==> src/rtl/dma_priority_arbiter.sv <==
// dma_priority_arbiter
// Channel priority and HRQ/HLDA handshake sequencer for an 8237A-5 style DMA
// controller. Merges DREQ, software requests and mask into one effective
// request per channel and picks a winner under fixed or rotating priority. It
// then raises HRQ, waits for HLDA, and drives DACK for the granted channel
// until SvcDone ends the service.
//
// Ports:
//   CLK, RESET       clock; synchronous active-high reset
//   DREQ, SwReq      hardware (polarity per DREQsense) and software requests
//   Mask             1 blocks the hardware DREQ of that channel
//   DREQsense        0 = DREQ active-high, 1 = active-low
//   DACKsense        0 = DACK active-low, 1 = active-high
//   FRpriority       0 = fixed priority (ch0 highest), 1 = rotating priority
//   ContrDis         1 = no new requests are started
//   HLDA, SvcDone    CPU hold acknowledge; end-of-service pulse
//   HRQ              hold request to the CPU
//   DACK             one-hot acknowledge while serving, polarity per DACKsense
//   ChGrant          index of the latched winner
//   GrantValid       1 while serving
module dma_priority_arbiter #(
  parameter int unsigned NumChannels = 4
) (
  input  logic                           CLK,
  input  logic                           RESET,
  input  logic [NumChannels-1:0]         DREQ,
  input  logic [NumChannels-1:0]         SwReq,
  input  logic [NumChannels-1:0]         Mask,
  input  logic                           DREQsense,
  input  logic                           DACKsense,
  input  logic                           FRpriority,
  input  logic                           ContrDis,
  input  logic                           HLDA,
  input  logic                           SvcDone,
  output logic                           HRQ,
  output logic [NumChannels-1:0]         DACK,
  output logic [$clog2(NumChannels)-1:0] ChGrant,
  output logic                           GrantValid
);

  // Cyclic priority wraps via index-width overflow, so NumChannels must be a power of two.
  localparam int unsigned ChIdxW = $clog2(NumChannels);

  typedef enum logic [1:0] {
    S_IDLE    = 2'd0,
    S_REQ     = 2'd1,
    S_SERVE   = 2'd2,
    S_RELEASE = 2'd3
  } state_t;

  state_t                   state, state_n;
  logic                     hrq_n;
  logic [NumChannels-1:0]   dack_oh, dack_oh_n;
  logic [ChIdxW-1:0]        grant_n;
  logic                     gv_n;
  logic [ChIdxW-1:0]        last_served, last_served_n;

  logic [NumChannels-1:0]   eff;
  logic [ChIdxW-1:0]        winner;
  logic [ChIdxW-1:0]        base;
  logic [ChIdxW-1:0]        idx;
  logic                     found;

  // Effective request per channel; software requests bypass the mask.
  assign eff = ((DREQ ^ {NumChannels{DREQsense}}) & ~Mask) | SwReq;

  // Winner search starting at channel 0 (fixed) or one past the last served (rotating).
  always_comb begin
    winner = '0;
    found  = 1'b0;
    idx    = '0;
    base   = FRpriority ? ChIdxW'(last_served + ChIdxW'(1)) : '0;
    for (int k = 0; k < int'(NumChannels); k++) begin
      idx = ChIdxW'(base + ChIdxW'(k));
      if (!found && eff[idx]) begin
        winner = idx;
        found  = 1'b1;
      end
    end
  end

  // State and output registers.
  always_ff @(posedge CLK) begin
    if (RESET) begin
      state       <= S_IDLE;
      HRQ         <= 1'b0;
      dack_oh     <= '0;
      ChGrant     <= '0;
      GrantValid  <= 1'b0;
      last_served <= ChIdxW'(NumChannels - 1);
    end else begin
      state       <= state_n;
      HRQ         <= hrq_n;
      dack_oh     <= dack_oh_n;
      ChGrant     <= grant_n;
      GrantValid  <= gv_n;
      last_served <= last_served_n;
    end
  end

  // Next-state and next-output logic.
  always_comb begin
    state_n       = state;
    hrq_n         = HRQ;
    dack_oh_n     = dack_oh;
    grant_n       = ChGrant;
    gv_n          = GrantValid;
    last_served_n = last_served;

    unique case (state)
      S_IDLE: begin
        if (!ContrDis && found) begin
          grant_n = winner;
          hrq_n   = 1'b1;
          state_n = S_REQ;
        end
      end
      S_REQ: begin
        // The latched winner is kept even if a higher-priority request shows up.
        if (HLDA) begin
          dack_oh_n = NumChannels'(1) << ChGrant;
          gv_n      = 1'b1;
          state_n   = S_SERVE;
        end else if (!eff[ChGrant] || ContrDis) begin
          hrq_n   = 1'b0;
          state_n = S_IDLE;
        end
      end
      S_SERVE: begin
        // Completion and abort look the same on the bus; only completion rotates priority.
        if (SvcDone || !HLDA) begin
          hrq_n     = 1'b0;
          dack_oh_n = '0;
          gv_n      = 1'b0;
          state_n   = S_RELEASE;
          if (SvcDone) begin
            last_served_n = ChGrant;
          end
        end
      end
      S_RELEASE: begin
        if (!HLDA) begin
          state_n = S_IDLE;
        end
      end
      default: state_n = S_IDLE;
    endcase
  end

  // Only the polarity select is combinational on the output path.
  assign DACK = DACKsense ? dack_oh : ~dack_oh;

endmodule

==> config.mk <==
export PLATFORM = sky130hd
export DESIGN_NAME = dma_priority_arbiter
export DESIGN_NICKNAME = d
export VERILOG_FILES = /design/src/rtl/dma_priority_arbiter.sv
export SDC_FILE = /design/constraint.sdc
export NUM_CORES = 1
export LEC_CHECK = 0
export CAP_MARGIN = 20
export CORE_MARGIN = 2
export CORE_UTILIZATION = 49
export DETAILED_ROUTE_END_ITERATION = 16
export MAX_ROUTING_LAYER = met4
export PLACE_DENSITY = 0.91
export SYNTH_ARGS = -nofsm -noshare
export SYNTH_HDL_FRONTEND = slang
export SYNTH_SLANG_ARGS = --single-unit
==> constraint.sdc <==
create_clock -name CLK -period 6 [get_ports CLK]
set_clock_uncertainty 0.15 [all_clocks]
set_input_delay 1.2 -clock CLK [delete_from_list [all_inputs] [get_ports CLK]]
set_output_delay 1.2 -clock CLK [all_outputs]
set_load 0.1 [all_outputs]
# ---- Word-level counts from Yosys, hierarchy flattened
# Cells that the tools add are included.
dict set report op_classes {
  eq_ne 10
  n_reduce_logical 20
  bitwise 5
  n_shift 1
  muxes 36
  order_cmp 5
  addsub 4
}
# op count
set ops {}
lappend ops {{2-bit 2-to-1 mux} 10}
lappend ops {{2-bit by 3-bit < comparator with 1-bit output, second input constant} 5}
lappend ops {{1-bit 2-to-1 mux} 14}
lappend ops {{4-bit 2-to-1 mux} 3}
lappend ops {{2-bit inequality test, second input constant} 6}
lappend ops {{1-bit binary-select mux with 2-bit select} 5}
lappend ops {{4-bit NOT} 2}
lappend ops {{2-bit one-hot mux with 4 select lines} 1}
lappend ops {{4-bit one-hot mux with 2 select lines} 1}
lappend ops {{1-bit logical NOT} 6}
lappend ops {{3-bit AND reduction} 2}
lappend ops {{5-bit AND reduction} 1}
lappend ops {{2-bit by 1-bit adder with 2-bit output, second input constant} 2}
lappend ops {{2-bit adder, second input constant} 2}
lappend ops {{4-bit bitwise AND} 1}
lappend ops {{2-bit equality test, second input constant} 2}
lappend ops {{1-bit logical AND} 4}
lappend ops {{4-bit bitwise OR} 1}
lappend ops {{4-bit AND reduction} 1}
lappend ops {{1-bit by 2-bit left shift with 4-bit output, first input constant} 1}
lappend ops {{4-bit bitwise XOR} 1}
lappend ops {{3-bit inequality test, second input constant} 1}
lappend ops {{1-bit one-hot mux with 3 select lines} 1}
lappend ops {{3-bit nonzero test} 1}
lappend ops {{6 further kinds} 7}
dict set report totals {
  in_bits 20
  ff_bits 12
  wordCells 87
}

# ---- Depth between registers and ports, before layout
# Gate-level depths: netlist of the first run.
dict set report depth {
  ltp_word 18
  depth_mapped 7
  depth_no_buf 7
}

# ---- Worst setup path after synthesis of the first run
# Ideal clock, no wire load.
dict set report synth_timing {
  path_type {in2out}
  from {input DACKsense}
  to {output DACK[0]}
  arrival_time_ns 2.931
  path_slack_ns 1.719
  required_time_ns 4.650
  cell_stages 2
  n_path_buf 1
  path_cell_list {clkbuf_1 -> xnor2_1}
}
dict set report synth_via {
  elab_chain_len 1
}
# element line
set synth_lines {}
lappend synth_lines {{start: declaration} 30} ;# input logic DACKsense,
lappend synth_lines {{4-bit 2-to-1 mux} 151} ;# assign DACK = DACKsense ? dack_oh : ~dack_oh;
lappend synth_lines {{end: declaration} 36} ;# output logic [NumChannels-1:0] DACK,
# No other way between the ends.

# ---- Worst setup path in the final report of the first run
dict set report layout_timing {
  from {input DACKsense}
  to {output DACK[1]}
}
# Same word-level chain as after synthesis.

==> results of run 1 <==
[cell usage after synthesis]
| library cell | n |
|---|---|
| mux2_1 | 2 |
| xnor2_1 | 5 |
| a21o_2 | 1 |
| nand3b_1 | 1 |
| a211o_1 | 4 |
| a2111oi_1 | 1 |
| o21bai_1 | 1 |
| nor2b_1 | 3 |
| xor2_1 | 3 |
| a221oi_1 | 2 |
| o21ai_2 | 1 |
| or4_1 | 1 |
| nor2_1 | 16 |
| o21ba_2 | 1 |
| o211ai_1 | 1 |
| o31ai_1 | 2 |
| a2111oi_0 | 1 |
| clkbuf_1 | 2 |
| dfxtp_1 | 12 |
| a21o_1 | 3 |
| mux2_2 | 1 |
| inv_1 | 8 |
| a22oi_1 | 1 |
| ha_1 | 5 |
| a32oi_1 | 3 |
| or4b_1 | 1 |
| mux2i_1 | 1 |
| or3_1 | 1 |
| a41oi_1 | 1 |
| a21oi_1 | 9 |
| o22ai_1 | 1 |
| o21ai_0 | 6 |
| a211oi_1 | 1 |
| a31oi_1 | 1 |
| nand3_1 | 1 |
| a21oi_4 | 1 |
| nand2b_1 | 2 |
| nor3_1 | 2 |
| nand2_1 | 6 |
[registers in the layout, summed over array words and instances, names as in the netlist, named ones only]
register	cells
ChGrant	2
GrantValid	1
HRQ	1
dack_oh	4
last_served	2
state	1
[final timing paths]
| check | slack (ps) | endpoint | startpoint |
|---|---|---|---|
| max | 1550 | DACK[1] | DACKsense |
| min | 350 | dack_oh[0] | dack_oh[0] |
| max reg2reg | 3700 | HRQ | ChGrant[0] |
| min reg2reg | 350 | dack_oh[0] | dack_oh[0] |
[power breakdown]
group	total [W]	leakage, nW	internal [W]	switching, W
logic	0.000113	0.357	0.0000395	0.0000731
clock network	0.0000654	0.0210	0.0000368	0.0000285
registers	0.0000905	0.0979	0.0000848	0.00000578
total	0.000268	0.476	0.000161	0.000107
[area by class of cell]
cell class | instances | area, µm²
well taps | 25 | 31.28
repair buffers | 27 | 270.3
inverters | 8 | 30.03
multi-input cells | 93 | 641.9
clock buffers | 4 | 36.28
fillers | 150 | 495.5
flip-flops and latches | 12 | 240.2
[metal layers]
metal	wire (µm)	vias up	share of wire	GRT usage
li1	-	475	-	-
met1	1000	447	0.42	0.2765
met2	1191	43	0.50	0.4216
met3	190	4	0.079	0.03846
met4	21	0	0.0087	0.07778
met5	0	-	0	-
[worst register-to-register path: cells and delay by family, from the launching register on]
kind	cells	cell delay, ps
compound gates	1	360
simple gates	3	720
buf+inv	1	140
flops	1	500
mux	1	320
[metrics by stage]
| step | total power (W) | util |
|---|---|---|
| floorplan | 0.0001698 | - |
| global placement | 0.0002011 | 0.6953 |
| detailed placement | 0.0002043 | 0.6953 |
| CTS | 0.0002696 | 0.7161 |
| global route | 0.0002798 | 0.7161 |
| finish | 0.0002685 | 0.7161 |
[kinds of logic after synthesis]
logic type	share of synthesized area
DFF	0.2612
muxes	0.04762
AOI/OAI and AO/OA	0.3320
xor gates and xnor gates	0.07619
and+or+nand+nor	0.1742
buffers and inverters	0.04082
adders and majority gates	0.06803
==> out/summary.txt, run 1 <==
Status = finished, final reports clean
Hold depth = 2
Gr usage total = 0.2412
Max_slew headroom = 0.3462
Critical path, cell by cell = clkdlybuf4s50_1 > xnor2_1 > clkdlybuf4s50_1
1st-iter DRT viols = 19
Post-CTS Setup Bufs = 0
Sequential share of the synthesized area = 0.2612
Total core area = 1745 µm²
FF-to-FF path depth = 6
# setup viols final = 0
Post-Route WL = 2.404 mm
GPL Wtd Cong = 0.8077
Setup slack at placement = 1529 ps
Synth unique cells = 39
Crit-path leading delay family = buffers and inverters
WP depth = 3
N_diodes = 0
Finished Layout Cells = 169
Tmin final = 4449 ps
Fin crit share = 0.7416
Most frequent cells in the layout = clkdlybuf4s50_1, nor2_1, dfxtp_1
Placed wire-length estimate = 1.877 mm
Overflow after GRT = 0
TritonCTS clock tree = done
Synth-to-Final Area Change = 35.92%
Final setup margin = 1551 ps
Most area-consuming cells after synthesis = dfxtp_1, ha_1, nor2_1
CP Data Arrival Time = 3100 ps
Layout cell share with drive strength beyond 1 = 0.06250
Clk sink count = 12
Worst path most repeated cell = clkdlybuf4s50_1
Cts repair resizes = 0
1st-pass router iterations = 5
Post-synthesis instance total = 115
Area fraction of the dominant cell type after synthesis = 0.2612
Vias/cell = 5.734
Cell taking the most area after synthesis = dfxtp_1
Least-Margin Pin Slew = 977.7 ps
RSZ-0062 raised after global routing = no
Ys Warns = 0
PwrDens = 214.8 nW/µm²
CP Buf/Inv Count = 2
Die height = 47.32 µm
WL per Instance = 14.22 µm
Post-route cell area = 1250 µm²
Layout Nets = 170
Largest net degree at the start of global routing = 16
Final hold violations = 0
Crit-path slowest cell = clkdlybuf4s50_1
Vias in the first global route = 909
First-pass GRT wire length = 3.746 mm
LEAKAGE = 0.4758 nW
Placed cell count = 165
H-tree depth = 1
Initial antenna violation count = 0
Post-DP Area = 1214 µm²
Maximum VDD drop = 0.1467 mV
Post-Syn Area = 919.6 µm²
Hold buffers post-CTS = 0
Chip width = 47.32 µm
Max incr delay on CP = 1160 ps
Hold Crit Class = reg2reg
Leading cell type in the layout, fill and taps excluded = clkdlybuf4s50_1
Critical Path Sink Type = output pin
CTS buffer count = 3
Slew Limit Fails = 0
Crit path required time = 4650 ps
Drt drc = 0
FMAX = 224.8 MHz
Clock transition at path regs = 80 ps
Register bit total from synthesis = 12
CP Class = in2out
Max-cap violations = 0
Root buffer cell = clkbuf_4
Clock Tree Buf Depth = 2
Initial Util = 0.5269
DR vias = 969
CP max FO = 4
Antenna Nets Post-Route = 0
Syn nets = 140
IO buf count = 27
# rows = 15
I/O Pins = 28
Die ar. = 2239 µm²
Fin Hold WS = 345.3 ps
TNS Setup = 0 ps
Synthesized area per cell = 7.997 µm²
Worst-Skew Late Latency = 270 ps
Crit path launch type = input pin
Power figures use the tool's default switching activity.
==> run 2: changes to the inputs <==
CORE_UTILIZATION = 41   (was 49)
PLACE_DENSITY = 0.82   (was 0.91)
clock period = 3.8 ns   (was 6 ns; I/O delays follow)
==> run 2 against run 1 <==
Hold slack worse by 6.7 ps. Clock power increased by 59%. Cell count increased by 1.8%. Die area is 18% higher. Total power is 58% higher. Via count is 1.7% higher. Sequential share of layout area rose by 0.14 points. Largest cell class unchanged. Largest power group unchanged.
==> out/summary.txt, run 2 (same netlist as run 1, synthesis figures left out) <==
Vias/cell = 5.727 (-0.12%)
DR vias = 985 (+1.7%)
Least-Margin Pin Slew = 973.5 ps (-4.228 ps)
Total power = 0.0004234 W (+58%)
1st-pass router iterations = 4 (-1)
Fill count = 211 (+41%)
Layout Nets = 170 (unchanged)
IO buf count = 27 (unchanged)
Vias in the first global route = 953 (+4.8%)
Met3 GRT Util = 0.02924 (-0.009222)
Critical path, cell by cell = clkdlybuf4s50_1 > xor2_1 > a21oi_1 > a41oi_1 > nor2b_1 > or4_1 > mux2_1
Hold buffers post-CTS = 0 (unchanged)
Tmin final = 2922 ps
FMAX = 342.3 MHz
GPL Wtd Cong = 0.8643 (+7.0%)
# setup viols final = 0 (unchanged)
Int Power = 0.0002530 W (+57%)
Max_slew headroom = 0.3490 (+0.002827)
Largest regs = dack_oh x4, ChGrant x2, last_served x2
Die height = 51.36 µm (+8.5%)
TNS Setup = 0 ps (unchanged)
Root buffer cell = clkbuf_4
WL per Instance = 14.25 µm (+0.18%)
Switching power = 0.0001704 W (+59%)
Max reg flops = 4 (unchanged)
Die ar. = 2638 µm² (+18%)
Hold Crit Class = reg2reg
Placed cell count = 168 (+1.8%)
CP Data Arrival Time = 2940 ps (-160 ps)
1st-iter DRT viols = 24 (+5)
Max-cap violations = 0 (unchanged)
Synth-to-Final Area Change = 34.97%
Worst-Skew Late Latency = 280 ps (about the same)
I/O Pins = 28 (unchanged)
Total core area = 2170 µm² (+24%)
Leading cell type in the layout, fill and taps excluded = clkdlybuf4s50_1
Top Usage Layer GRT = met2
CP Class = in2reg
Met2 Use GR = 0.3654 (-0.05624)
# rows = 17 (+2)
Status = finished, final reports clean
Slew Limit Fails = 0 (unchanged)
PwrDens = 341.1 nW/µm² (+59%)
Cts repair resizes = 0 (unchanged)
CP max FO = 8 (+4)
Fin crit share = 0.7689
Max incr delay on CP = 520 ps (-640 ps)
Net Sw Frac = 0.4024 (+0.002355)
H-tree depth = 1 (unchanged)
Largest net degree at the start of global routing = 16 (unchanged)
Clock transition at path regs = 80 ps (about the same)
R2R setup slack = 1490 ps (-2210 ps)
Gr usage total = 0.2059 (-0.03528)
Clk sink count = 12 (unchanged)
Clk pwr share = 0.246 (+0.002)
Reg power frac = 0.337 (about the same)
Critical Path Sink Type = flop
Crit-path slowest cell = clkdlybuf4s50_1
Most frequent cells in the layout = clkdlybuf4s50_1, nor2_1, dfxtp_1
Layout cell share with drive strength beyond 1 = 0.09722 (+0.03472)
Combinational share of power = 0.417 (-0.002)
Met1 Track Usage GR = 0.2339 (-0.04257)
CTS buffer count = 3 (unchanged)
Top reg by flops = dack_oh
Antenna Nets Post-Route = 0 (unchanged)
Chip width = 51.36 µm (+8.5%)
TritonCTS clock tree = done
N_diodes = 0 (unchanged)
Util after Layout = 0.5721 (-0.1440)
Post-CTS Setup Bufs = 0 (unchanged)
LEAKAGE = 0.4812 nW (+1.1%)
Crit path launch type = input pin
First-pass GRT wire length = 4.043 mm (+7.9%)
Fin Hold WS = 338.6 ps (-6.684 ps)
Maximum VDD drop = 0.2611 mV (+78%)
Post-Route WL = 2.451 mm (+2.0%)
Overflow after GRT = 0 (unchanged)
Initial antenna violation count = 0 (unchanged)
Crit path required time = 3820 ps (-830 ps)
RSZ-0062 raised after global routing = no
Finished Layout Cells = 172 (+1.8%)
Placed wire-length estimate = 1.829 mm (-2.5%)
Initial Util = 0.4239 (-0.1030)
Final hold violations = 0 (unchanged)
Clock Tree Buf Depth = 2 (unchanged)
Drt drc = 0 (unchanged)
==> run 2: cell types whose count changed in the layout (fill, tap and decap cells not counted) <==
cell	delta
buf_4	+5
clkdlybuf4s50_1	-5
==> run 2: cell type report <==
class | count | area [µm²] | share of cell area
Sequential cell | 12 | 240.2 | 0.1935
Multi-Input combinational cell | 93 | 641.9 | 0.5171
Tap cell | 28 | 35.03 | 0.02823
Clock buffer | 4 | 36.28 | 0.02923
Inverter | 8 | 30.03 | 0.02419
Timing Repair Buffer | 27 | 257.7 | 0.2077
==> run 2: worst paths after layout <==
path,start,endpoint,cells after the start
worst max-delay path,DREQsense,HRQ,7
worst min-delay path,dack_oh[0],dack_oh[0],2
worst max register to register,ChGrant[0],HRQ,6
worst min register to register,dack_oh[0],dack_oh[0],2
==> run 2: worst max-delay path, delay by kind of cell <==
family	cells	cell delay, ps
AOI/OAI and AO/OA	2	760
xor gates and xnor gates	1	220
muxes	1	310
buffers and inverters	1	520
and+or+nand+nor	2	380
==> run 2: per-stage QoR <==
step	cell area [µm²]	setup slack, ps
5_1_grt	1241	736.9
4_1_cts	1241	888.4
3_3_place_gp	1205	643.6
6_report	1241	878.2
3_5_place_dp	1205	601.3
2_1_floorplan	919.6	398.6
==> run 2: power groups by stage <==
stage                     Combinational, W  Sequential (W)  Clock (W)
final                             0.000177        0.000143   0.000104
after global routing              0.000187        0.000144   0.000107
after CTS                         0.000176        0.000143   0.000106
after detailed placement          0.000175        0.000146          0
after global placement            0.000172        0.000145          0
after floorplan                  0.0000896        0.000178          0
==> run 2: metal layers <==
metal / part of all wire / vias up
li1: - / 479
met1: 0.45 / 455
met2: 0.47 / 48
met3: 0.067 / 3
met4: 0.011 / 0
met5: 0 / -
